--- config.mk ---
export PLATFORM = sky130hd
export DESIGN_NAME = store_result_monitor
export DESIGN_NICKNAME = d
export VERILOG_FILES = /design/src/rtl/store_result_monitor.sv
export SDC_FILE = /design/constraint.sdc
export NUM_CORES = 1
export LEC_CHECK = 0
export CAP_MARGIN = 10
export CORE_UTILIZATION = 55
export CTS_BUF_LIST = sky130_fd_sc_hd__clkbuf_16
export CTS_CLUSTER_DIAMETER = 80
export DETAILED_ROUTE_END_ITERATION = 7
export MAX_ROUTING_LAYER = met4
export PLACE_DENSITY = 0.76
export SKIP_CTS_REPAIR_TIMING = 1
export SLEW_MARGIN = 20
export SYNTH_ARGS = -nofsm -noshare
export SYNTH_HDL_FRONTEND = slang
export SYNTH_SLANG_ARGS = --single-unit
--- constraint.sdc ---
create_clock -name clk -period 7.8 [get_ports clk]
set_input_delay 2.34 -clock clk [delete_from_list [all_inputs] [get_ports clk]]
set_output_delay 2.34 -clock clk [all_outputs]
set_load 0.005 [all_outputs]
--- src/rtl/store_result_monitor.sv ---
// store_result_monitor
// Watches the data-memory write port of the core and decides the run outcome:
// pass on the signature store, fail on an illegal store, wrong signature data
// or a timeout. Counts cycles until the decision and keeps a show-ahead FIFO
// log of every store seen while the run is still in progress.

module store_result_monitor #(
  parameter logic [31:0] PASS_ADDR      = 32'd100,
  parameter logic [31:0] PASS_DATA      = 32'd25,
  parameter logic [31:0] SCRATCH_ADDR   = 32'd96,
  parameter logic [31:0] TIMEOUT_CYCLES = 32'd10000,
  parameter int          LOG_DEPTH      = 8
) (
  input  logic        clk,
  input  logic        reset,
  input  logic        MemWrite,
  input  logic [31:0] ALUResult,
  input  logic [31:0] WriteData,
  output logic        done,
  output logic        pass,
  output logic [1:0]  fail_code,
  output logic [31:0] cycle_count,
  output logic        log_valid,
  input  logic        log_ready,
  output logic [31:0] log_addr,
  output logic [31:0] log_data,
  output logic        log_overflow
);

  localparam int PW = $clog2(LOG_DEPTH);
  localparam int CW = PW + 1;
  localparam logic [CW-1:0] DEPTH_CNT = CW'(LOG_DEPTH);

  localparam logic [1:0] CODE_NONE    = 2'b00;
  localparam logic [1:0] CODE_ILLEGAL = 2'b01;
  localparam logic [1:0] CODE_DATA    = 2'b10;
  localparam logic [1:0] CODE_TIMEOUT = 2'b11;

  typedef enum logic [1:0] {
    ST_RUN  = 2'b00,
    ST_PASS = 2'b01,
    ST_FAIL = 2'b10
  } state_t;

  state_t      state;
  state_t      next_state;
  logic [1:0]  next_code;
  logic [31:0] count_inc;

  // FIFO storage and bookkeeping
  logic [31:0]   addr_mem [LOG_DEPTH];
  logic [31:0]   data_mem [LOG_DEPTH];
  logic [PW-1:0] wr_ptr;
  logic [PW-1:0] rd_ptr;
  logic [CW-1:0] log_count;
  logic          store_hit;
  logic          log_full;
  logic          do_push;
  logic          do_pop;

  // A store only counts while the run is still undecided.
  assign store_hit = MemWrite && (state == ST_RUN);
  assign log_full  = (log_count == DEPTH_CNT);
  assign log_valid = (log_count != {CW{1'b0}});
  assign do_pop    = log_valid && log_ready;
  // A full log still takes a store when the head leaves on the same edge.
  assign do_push   = store_hit && (!log_full || do_pop);

  // Head entry straight from storage; forced to zero while the log is empty.
  assign log_addr = log_valid ? addr_mem[rd_ptr] : 32'd0;
  assign log_data = log_valid ? data_mem[rd_ptr] : 32'd0;

  // Next-state decision: store outcome first, timeout only if no terminal store.
  always_comb begin
    next_state = state;
    next_code  = fail_code;
    count_inc  = cycle_count + 32'd1;
    case (state)
      ST_RUN: begin
        if (MemWrite) begin
          if (ALUResult == PASS_ADDR) begin
            if (WriteData == PASS_DATA) begin
              next_state = ST_PASS;
              next_code  = CODE_NONE;
            end else begin
              next_state = ST_FAIL;
              next_code  = CODE_DATA;
            end
          end else if (ALUResult == SCRATCH_ADDR) begin
            if (count_inc == TIMEOUT_CYCLES) begin
              next_state = ST_FAIL;
              next_code  = CODE_TIMEOUT;
            end else begin
              next_state = ST_RUN;
            end
          end else begin
            next_state = ST_FAIL;
            next_code  = CODE_ILLEGAL;
          end
        end else if (count_inc == TIMEOUT_CYCLES) begin
          next_state = ST_FAIL;
          next_code  = CODE_TIMEOUT;
        end else begin
          next_state = ST_RUN;
        end
      end
      ST_PASS: next_state = ST_PASS;
      ST_FAIL: next_state = ST_FAIL;
      default: begin
        next_state = ST_FAIL;
        next_code  = CODE_ILLEGAL;
      end
    endcase
  end

  // State register plus registered outcome outputs and the run cycle counter.
  always_ff @(posedge clk or posedge reset) begin
    if (reset) begin
      state       <= ST_RUN;
      done        <= 1'b0;
      pass        <= 1'b0;
      fail_code   <= CODE_NONE;
      cycle_count <= 32'd0;
    end else begin
      state     <= next_state;
      done      <= (next_state != ST_RUN);
      pass      <= (next_state == ST_PASS);
      fail_code <= next_code;
      if (state == ST_RUN) begin
        cycle_count <= count_inc;
      end
    end
  end

  // Log pointers, occupancy and the sticky overflow flag.
  always_ff @(posedge clk or posedge reset) begin
    if (reset) begin
      wr_ptr       <= {PW{1'b0}};
      rd_ptr       <= {PW{1'b0}};
      log_count    <= {CW{1'b0}};
      log_overflow <= 1'b0;
    end else begin
      if (do_push) begin
        wr_ptr <= wr_ptr + {{(PW-1){1'b0}}, 1'b1};
      end
      if (do_pop) begin
        rd_ptr <= rd_ptr + {{(PW-1){1'b0}}, 1'b1};
      end
      case ({do_push, do_pop})
        2'b10:   log_count <= log_count + {{(CW-1){1'b0}}, 1'b1};
        2'b01:   log_count <= log_count - {{(CW-1){1'b0}}, 1'b1};
        default: log_count <= log_count;
      endcase
      if (store_hit && !do_push) begin
        log_overflow <= 1'b1;
      end
    end
  end

  // Log storage; contents are only meaningful behind a non-zero occupancy.
  always_ff @(posedge clk) begin
    if (do_push) begin
      addr_mem[wr_ptr] <= ALUResult;
      data_mem[wr_ptr] <= WriteData;
    end
  end

endmodule

# Word-level counts from Yosys, hierarchy flattened
# Memory sizes are Yosys's and may differ from the RTL's.
# Index checks and enable logic that the tools add are counted.
totals:
  mem_count: 2
  register_bits: 49
  in_bits: 68
  ram_bits: 512
classes:
  reduce_logical: 12
  n_eq_ne: 10
  add_sub_neg: 5
  muxes: 17
memory_table:
  columns: ["name", "depth", "word_bits", "rd", "rd_ports_with_merged_regs", "wr", "line_no", "text"]
  rows:
  - ["addr_mem", 8, 32, 1, 0, 1, "51", "logic [31:0] addr_mem [LOG_DEPTH];"]
  - ["data_mem", 8, 32, 1, 0, 1, "52", "logic [31:0] data_mem [LOG_DEPTH];"]
ops:
  columns: ["op", "count"]
  rows:
  - ["equality test 32 x 7 -> 1 bit, second input constant", 2]
  - ["2-to-1 mux 32 bit", 2]
  - ["adder 32 x 1 -> 32 bit, second input constant", 1]
  - ["equality test 32 x 14 -> 1 bit, second input constant", 1]
  - ["equality test 32 x 5 -> 1 bit, second input constant", 1]
  - ["2-to-1 mux 2 bit", 10]
  - ["one-hot mux 2 bit (2 select lines)", 2]
  - ["one-hot mux 4 bit (2 select lines)", 1]
  - ["adder 3 x 1 -> 3 bit, second input constant", 2]
  - ["equality test 2 x 1 -> 1 bit, second input constant", 3]
  - ["adder 4 x 1 -> 4 bit, second input constant", 1]
  - ["equality test 2 bit, second input constant", 2]
  - ["equality test 4 bit, second input constant", 1]
  - ["logical AND 1 bit", 4]
  - ["nonzero test 2 bit", 2]
  - ["nonzero test 4 bit", 1]
  - ["subtractor 4 x 1 -> 4 bit, second input constant", 1]
  - ["logical NOT 1 bit", 2]
  - ["logical NOT 2 bit", 1]
  - ["2-to-1 mux 1 bit", 2]
  - ["OR reduction 2 bit", 1]
  - ["logical OR 1 bit", 1]

# Depth between registers and ports, before layout
# Gate-level depths: netlist of run 1.
logic_depth:
  depth_word: 8
  depth_mapped: 10
  mapped_depth_nobuf: 10

# Worst setup path before layout of run 1
# OpenSTA, ideal clock, no wires.
synth_timing:
  path_kind: "input-to-reg"
  startpoint: "input log_ready"
  endpoint: "memory addr_mem[4][0], enable pin"
  path_stages: 4
  setup_time_ns: 0.578
  arrival_ns: 7.658
  path_slack_ns: -0.436
  n_path_buf: 0
  cell_sequence: "nand3b_1 nor2b_1 nand2b_1 nor3b_1"
synth_via:
  elab_chain_len: 5
synth_lines:
  columns: ["element", "line_no", "text"]
  rows:
  - ["start, declared", "24", "input logic log_ready,"]
  - ["logical AND 1 bit", "65", "assign do_pop = log_valid && log_ready;"]
  - ["logical OR 1 bit", "67", "assign do_push = store_hit && (!log_full || do_pop);"]
  - ["logical AND 1 bit", "67", null]
  - ["2-to-1 mux 1 bit", "162", "if (do_push) begin"]
  - ["2-to-1 mux 1 bit (implied by the code)", "163", "addr_mem[wr_ptr] <= ALUResult;"]
  - ["end, declared", "51", null]
# Every way passes these cells.

# Worst setup path in the final report of run 1
layout_timing:
  startpoint: "register rd_ptr[0]"
  endpoint: "output log_data[0]"
layout_via:
  elab_chain_len: 2
layout_lines:
  columns: ["element", "line_no", "text"]
  rows:
  - ["start, declared", "54", "logic [PW-1:0] rd_ptr;"]
  - ["start signal, assigned", "139", "rd_ptr <= {PW{1'b0}};"]
  - ["start signal, assigned", "147", "rd_ptr <= rd_ptr + {{(PW-1){1'b0}}, 1'b1};"]
  - ["memory (8 x 32 bit)", null, null]
  - ["2-to-1 mux 32 bit", "71", "assign log_data = log_valid ? data_mem[rd_ptr] : 32'd0;"]
  - ["end, declared", "26", "output logic [31:0] log_data,"]
# Every way passes these cells.

==> flow_summary.yaml, run 1 <==
route:
  drtIter0Drc: 867
  avgViaCountPerCell: 6.03
  drc_errors: 0
  dr_total_vias: 11500
  drt_first_pass_iters: 5
  routed_wl_um: 46500
  ant_nets: 0
  wl_per_cell_um: 24.5
timing:
  hold_viol: 0
  worst_slew_pin_slew_ps: 1120
  period_share: 0.747
  slew_headroom: 0.251
  max_freq_ghz: 0.172
  rsz0062_at_grt: "no"
  maxSlewViolCount: 0
  fin_crit_ps: 5820
  finalSetupViolCount: 0
  clock_skew_ps: 20.1
  fin_ws_ps: 1980
grt:
  grt-ovfl-total: 0
  antenna_found_initial: 1
  grtUsageTotal: 0.238
  grt_pass1_wl_um: 71100
  grt_use_met2: 0.384
  use_met3: 0.0499
  first_global_vias: 11900
  grt_max_degree: 73
  top_usage_layer: "met2"
  gr-usage-met1: 0.315
yosys:
  ys_async_sr_fraction: 0.0873
  synth-edff-count: 512
  synth_ff_type: "edfxtp_1"
  ys_ff_latch: 561
  synth_simple_gate_area_share: 0.0513
  netlist_area_um2: 22400
  synth.avg_cell_area_um2: 19.7
  ys_types: 54
  synth_top_family_by_area: "multiplexers"
  synth_xor_area_frac: 0.0192
  syn_inst: 1137
  yosys_warnings: 0
  yosys.area_share.adder: 0.00481
  synth.area.mux_share: 0.160
  synth_compound_area_frac: 0.00951
  synth_seq_area_share: 0.743
  syn-num-nets: 1213
power:
  seqPwrFrac: 0.422
  cellLeakagePower_nw: 8.87
  pwr-share-comb: 0.261
  switching_share: 0.262
  p_sw_mw: 2.18
  ir_drop_uv: 245
  power_density_nw_per_um2: 313
  clkPwrFrac: 0.317
  intPower_mw: 6.15
setup_path:
  path_buf_inv: 2
  max_stage_delay_ps: 880
  required_ps: 5460
  ff2ff_setup_slack_ps: 4120
  crit_arrival_ps: 3480
  crit_path_max_fanout: 35
  slowest_stage: "dfrtp_4"
  r2r_start: "state[0]$_DFF_PP0_"
  path_cells: "buf_4 > mux4_2 > mux2i_1 > nor2_1 > clkdlybuf4s50_1"
  cp_top_family: "buffers and inverters"
  path_class: "reg2out"
  startpoint: "rd_ptr[0]$_DFFE_PP0P_"
  worstSetupStartpointType: "flip-flop"
  endpoint_kind: "primary output"
floorplanning:
  die_y_um: 204
  ios: 170
  rows: 73
  core_um2: 39900
  dieWidth_um: 204
  start_util: 0.560
  die_area_um2: 41500
layout:
  num-fill-cells: 2551
  design_area_um2: 26600
  syn_to_final_growth_pct: 18.8
  instances_no_fill: 1899
  final_nets: 1404
  drive_gt1_frac: 0.184
place:
  placed_cell_area_um2: 24700
  hpwlAfterDp_um: 26300
  io_buffers: 169
  pre_cts_ws_ps: 2320
  place_inst: 1796
  gp_congestion: 0.899
flow_run:
  maxCapViolations: 0
cts:
  clk_pin_slew_ps: 60
  cts_root_buf: "clkbuf_16"
  htreeDepth: 2
  cts_tree: "done"
  cts_buffers: 55
  ctsLongestPathBuffers: 3
  cts.sinks: 561
  clk_latency_ps: 610
min_path:
  worstHoldStart: "wr_ptr[0]$_DFFE_PP0P_"
  hold_class: "reg2reg"
run_status:
  status: "finished, final reports clean"
==> flip-flops by register name (all words and copies together), names as in the netlist <==
signal	cells
data_mem	256
wr_ptr	3
addr_mem	256
done	1
state	2
fail_code	2
log_overflow	1
rd_ptr	3
pass	1
log_count	4
cycle_count	32
==> cell usage in the layout, fill, tap and decap left out, types with 22 or more instances in the layout <==
master           instances
nor2_1                  81
mux2i_1                 67
nand2_1                 24
edfxtp_1               512
clkbuf_16               56
dfrtp_1                 46
clkdlybuf4s50_1        169
buf_4                   22
mux4_2                 128
xnor2_1                 33
==> power groups by stage <==
stage          clock, mW  combinational [mW]  sequential [mW]
6_report            2.64                2.18             3.51
5_1_grt             2.79                2.34             3.53
4_1_cts             2.67                2.22             3.52
3_5_place_dp           0                2.20             3.58
3_3_place_gp           0                2.18             3.58
2_1_floorplan          0                1.41             3.38
==> worst paths after layout <==
path | end | cells past startpoint
setup / recovery | log_data[0] | 5
hold / removal | wr_ptr[0]$_DFFE_PP0P_ | 1
setup reg to reg | addr_mem[6][20]$_DFFE_PP_ | 7
hold reg to reg | wr_ptr[0]$_DFFE_PP0P_ | 1
max in group asynchronous | rd_ptr[0]$_DFFE_PP0P_ | 3
min in group asynchronous | cycle_count[21]$_DFFE_PP0P_ | 3
==> worst register-to-register path: stages (launching register included) <==
cell      delay [ps]
dfrtp_1          380
inv_1             60
ha_1             690
nand2_1          160
nor2b_1          410
nand2b_1         270
nor2_4           920
buf_4            470
==> final cells by class <==
type                    count  area (µm²)  area share
diodes                      1        2.50   0.0000942
clock buffers              56        1400      0.0528
clock inverters            46         409      0.0154
inverters                  12        45.0     0.00170
multi-input cells         505        5540       0.208
flip-flops and latches    561       16600       0.625
well taps                 525         657      0.0247
repair buffers            193        1900      0.0714
==> per-stage QoR <==
stage          TNS (ps)  power (mW)  utilization  hold slack (ps)
3_3_place_gp          0        5.76        0.620              488
2_1_floorplan   -115190        4.79            -              464
3_5_place_dp          0        5.78        0.620              499
5_1_grt               0        8.66        0.665              540
6_report              0        8.32        0.665              522
4_1_cts               0        8.41        0.665              521
==> routing by layer <==
metal / up-vias / part of all wire
li1: 5000 / -
met1: 5989 / 0.41
met2: 404 / 0.51
met3: 62 / 0.069
met4: 0 / 0.017
met5: - / 0
==> kinds of logic after synthesis <==
family,count (synthesis)
compound gates,31
flops,561
xor+xnor,49
simple gates,219
buf+inv,71
fa+ha+maj,8
mux,198
==> cells in the mapped netlist (all sizes together), types with 2 or more instances <==
master | n | share of area
nand3b | 2 | 0.00067
xnor2 | 33 | 0.013
a31oi | 3 | 0.00084
a21o | 2 | 0.00067
buf | 23 | 0.0040
edfxtp | 512 | 0.69
dfrtp | 49 | 0.055
nor2 | 83 | 0.014
a21oi | 9 | 0.0020
nor4 | 15 | 0.0042
mux2 | 3 | 0.0015
nand3 | 18 | 0.0040
ha | 7 | 0.0039
xor2 | 16 | 0.0063
nor4b | 5 | 0.0020
mux2i | 67 | 0.030
or4 | 5 | 0.0018
or3 | 4 | 0.0012
and3 | 6 | 0.0017
and4 | 10 | 0.0040
clkbuf | 36 | 0.0062
o21ai | 5 | 0.0011
mux4 | 128 | 0.13
or2 | 3 | 0.00084
nand4 | 20 | 0.0056
nand2 | 24 | 0.0040
nor3b | 5 | 0.0017
nor3 | 7 | 0.0016
inv | 12 | 0.0020
nand2b | 2 | 0.00056
nand4b | 5 | 0.0020
and2 | 3 | 0.00084
Power figures use the tool's default switching activity.
==> inputs of run 2 (changes only) <==
- CORE_UTILIZATION: 55 -> 53
- clock period: 7.8 -> 4.8 ns (I/O delays scaled with it)
==> flow_summary.yaml, run 2 (same netlist as run 1, synthesis figures left out) <==
route:
  drt_first_pass_iters: 5
  avgViaCountPerCell: 6.00
  drc_errors: 0
  ant_nets: 0
  wl_per_cell_um: 24.5
  routed_wl_um: 47100
  dr_total_vias: 11500
  drtIter0Drc: 823
layout:
  final_common_cell: "edfxtp_1"
  design_area_um2: 26800
  mostFrequentLayoutCells: "512 x edfxtp_1, 169 x clkdlybuf4s50_1, 128 x mux4_2"
  syn_to_final_growth_pct: 20.0
  final_nets: 1417
  drive_gt1_frac: 0.192
  reg.largest.list: "addr_mem x256, data_mem x256, cycle_count x32"
cts:
  cts.sinks: 561
  htreeDepth: 2
  clk_latency_ps: 600
  cts_tree: "done"
  cts_buffers: 55
  clk_pin_slew_ps: 60
  ctsLongestPathBuffers: 3
  cts_root_buf: "clkbuf_16"
grt:
  first_global_vias: 12000
  grt_max_degree: 56
  grt-ovfl-total: 0
  grt_pass1_wl_um: 71800
  grtUsageTotal: 0.230
  antenna_found_initial: 2
flow_run:
  maxCapViolations: 0
setup_path:
  cp_top_family: "flip-flops"
  path_buf_inv: 2
  slowest_stage: "dfrtp_4"
  endpoint_kind: "primary output"
  crit_path_max_fanout: 55
  crit_arrival_ps: 3070
  worstSetupStartpointType: "flip-flop"
  path_cells: "buf_12 > mux4_2 > mux2i_1 > nor2_1 > clkdlybuf4s50_1"
  max_stage_delay_ps: 990
  path_class: "reg2out"
  required_ps: 3360
place:
  io_buffers: 169
  placed_cell_area_um2: 25000
  pre_cts_ws_ps: 272
  hpwlAfterDp_um: 26400
  gp_congestion: 0.859
power:
  power_density_nw_per_um2: 508
  cellLeakagePower_nw: 8.97
  ir_drop_uv: 313
min_path:
  hold_class: "reg2reg"
timing:
  hold_viol: 0
  maxSlewViolCount: 0
  hold_ws_ps: 502
  clock_skew_ps: 15.0
  max_freq_ghz: 0.222
  slew_headroom: 0.420
  rsz0062_at_grt: "no"
  finalSetupViolCount: 0
  period_share: 0.940
  fin_ws_ps: 288
  worst_slew_pin_slew_ps: 870
  fin_crit_ps: 4510
floorplanning:
  core_um2: 41200
  start_util: 0.543
  rows: 74
  ios: 170
  die_area_um2: 43000
  dieWidth_um: 207
  die_y_um: 207
run_status:
  status: "finished, final reports clean"
[run 2: power by group]
group / switching, mW / total (mW) / internal (mW) / leakage [nW]
sequential: 0.263 / 5.63 / 5.37 / 5.26
clock: 1.76 / 4.22 / 2.46 / 0.916
combinational: 1.56 / 3.77 / 2.21 / 2.80
total: 3.58 / 13.6 / 10.0 / 8.97
[run 2: per-layer routing]
metal	part of all wire	vias up	track usage
met5	0	-	-
met1	0.40	6052	0.293
met2	0.50	380	0.375
met3	0.074	68	0.0508
met4	0.019	0	0.0643
li1	-	5019	-
[run 2: final timing paths]
kind,depth (start not counted),slack (ps),from,to
setup reg to reg,7,1680,cycle_count[0]$_DFFE_PP0P_,pass$_DFF_PP0_
max in group asynchronous,3,2810,reset,cycle_count[9]$_DFFE_PP0P_
min in group asynchronous,2,1300,reset,cycle_count[27]$_DFFE_PP0P_
hold / removal,1,500,log_overflow$_DFFE_PP0P_,log_overflow$_DFFE_PP0P_
hold reg to reg,1,500,log_overflow$_DFFE_PP0P_,log_overflow$_DFFE_PP0P_
setup / recovery,5,290,rd_ptr[1]$_DFFE_PP0P_,log_data[26]
[run 2: through the flow]
| stage | setup TNS [ps] | utilization | instances | power (mW) |
|---|---|---|---|---|
| final | 0 | 0.651 | 1919 | 13.6 |
| after global routing | 0 | 0.651 | 1919 | 14.1 |
| after CTS | 0 | 0.651 | 1917 | 13.8 |
| after detailed placement | 0 | 0.608 | 1816 | 9.53 |
| after global placement | 0 | 0.608 | 1816 | 9.48 |
| after floorplan | -106930 | - | 1137 | 7.78 |
[run 2: final cells by class]
class / instances / area [µm²]
inverters: 12 / 45.0
repair buffers: 206 / 2140
clock buffers: 57 / 1430
flip-flops and latches: 561 / 16600
diodes: 2 / 5.00
clock inverters: 44 / 354
multi-input cells: 505 / 5570
well taps: 532 / 666
fillers: 2747 / 14400
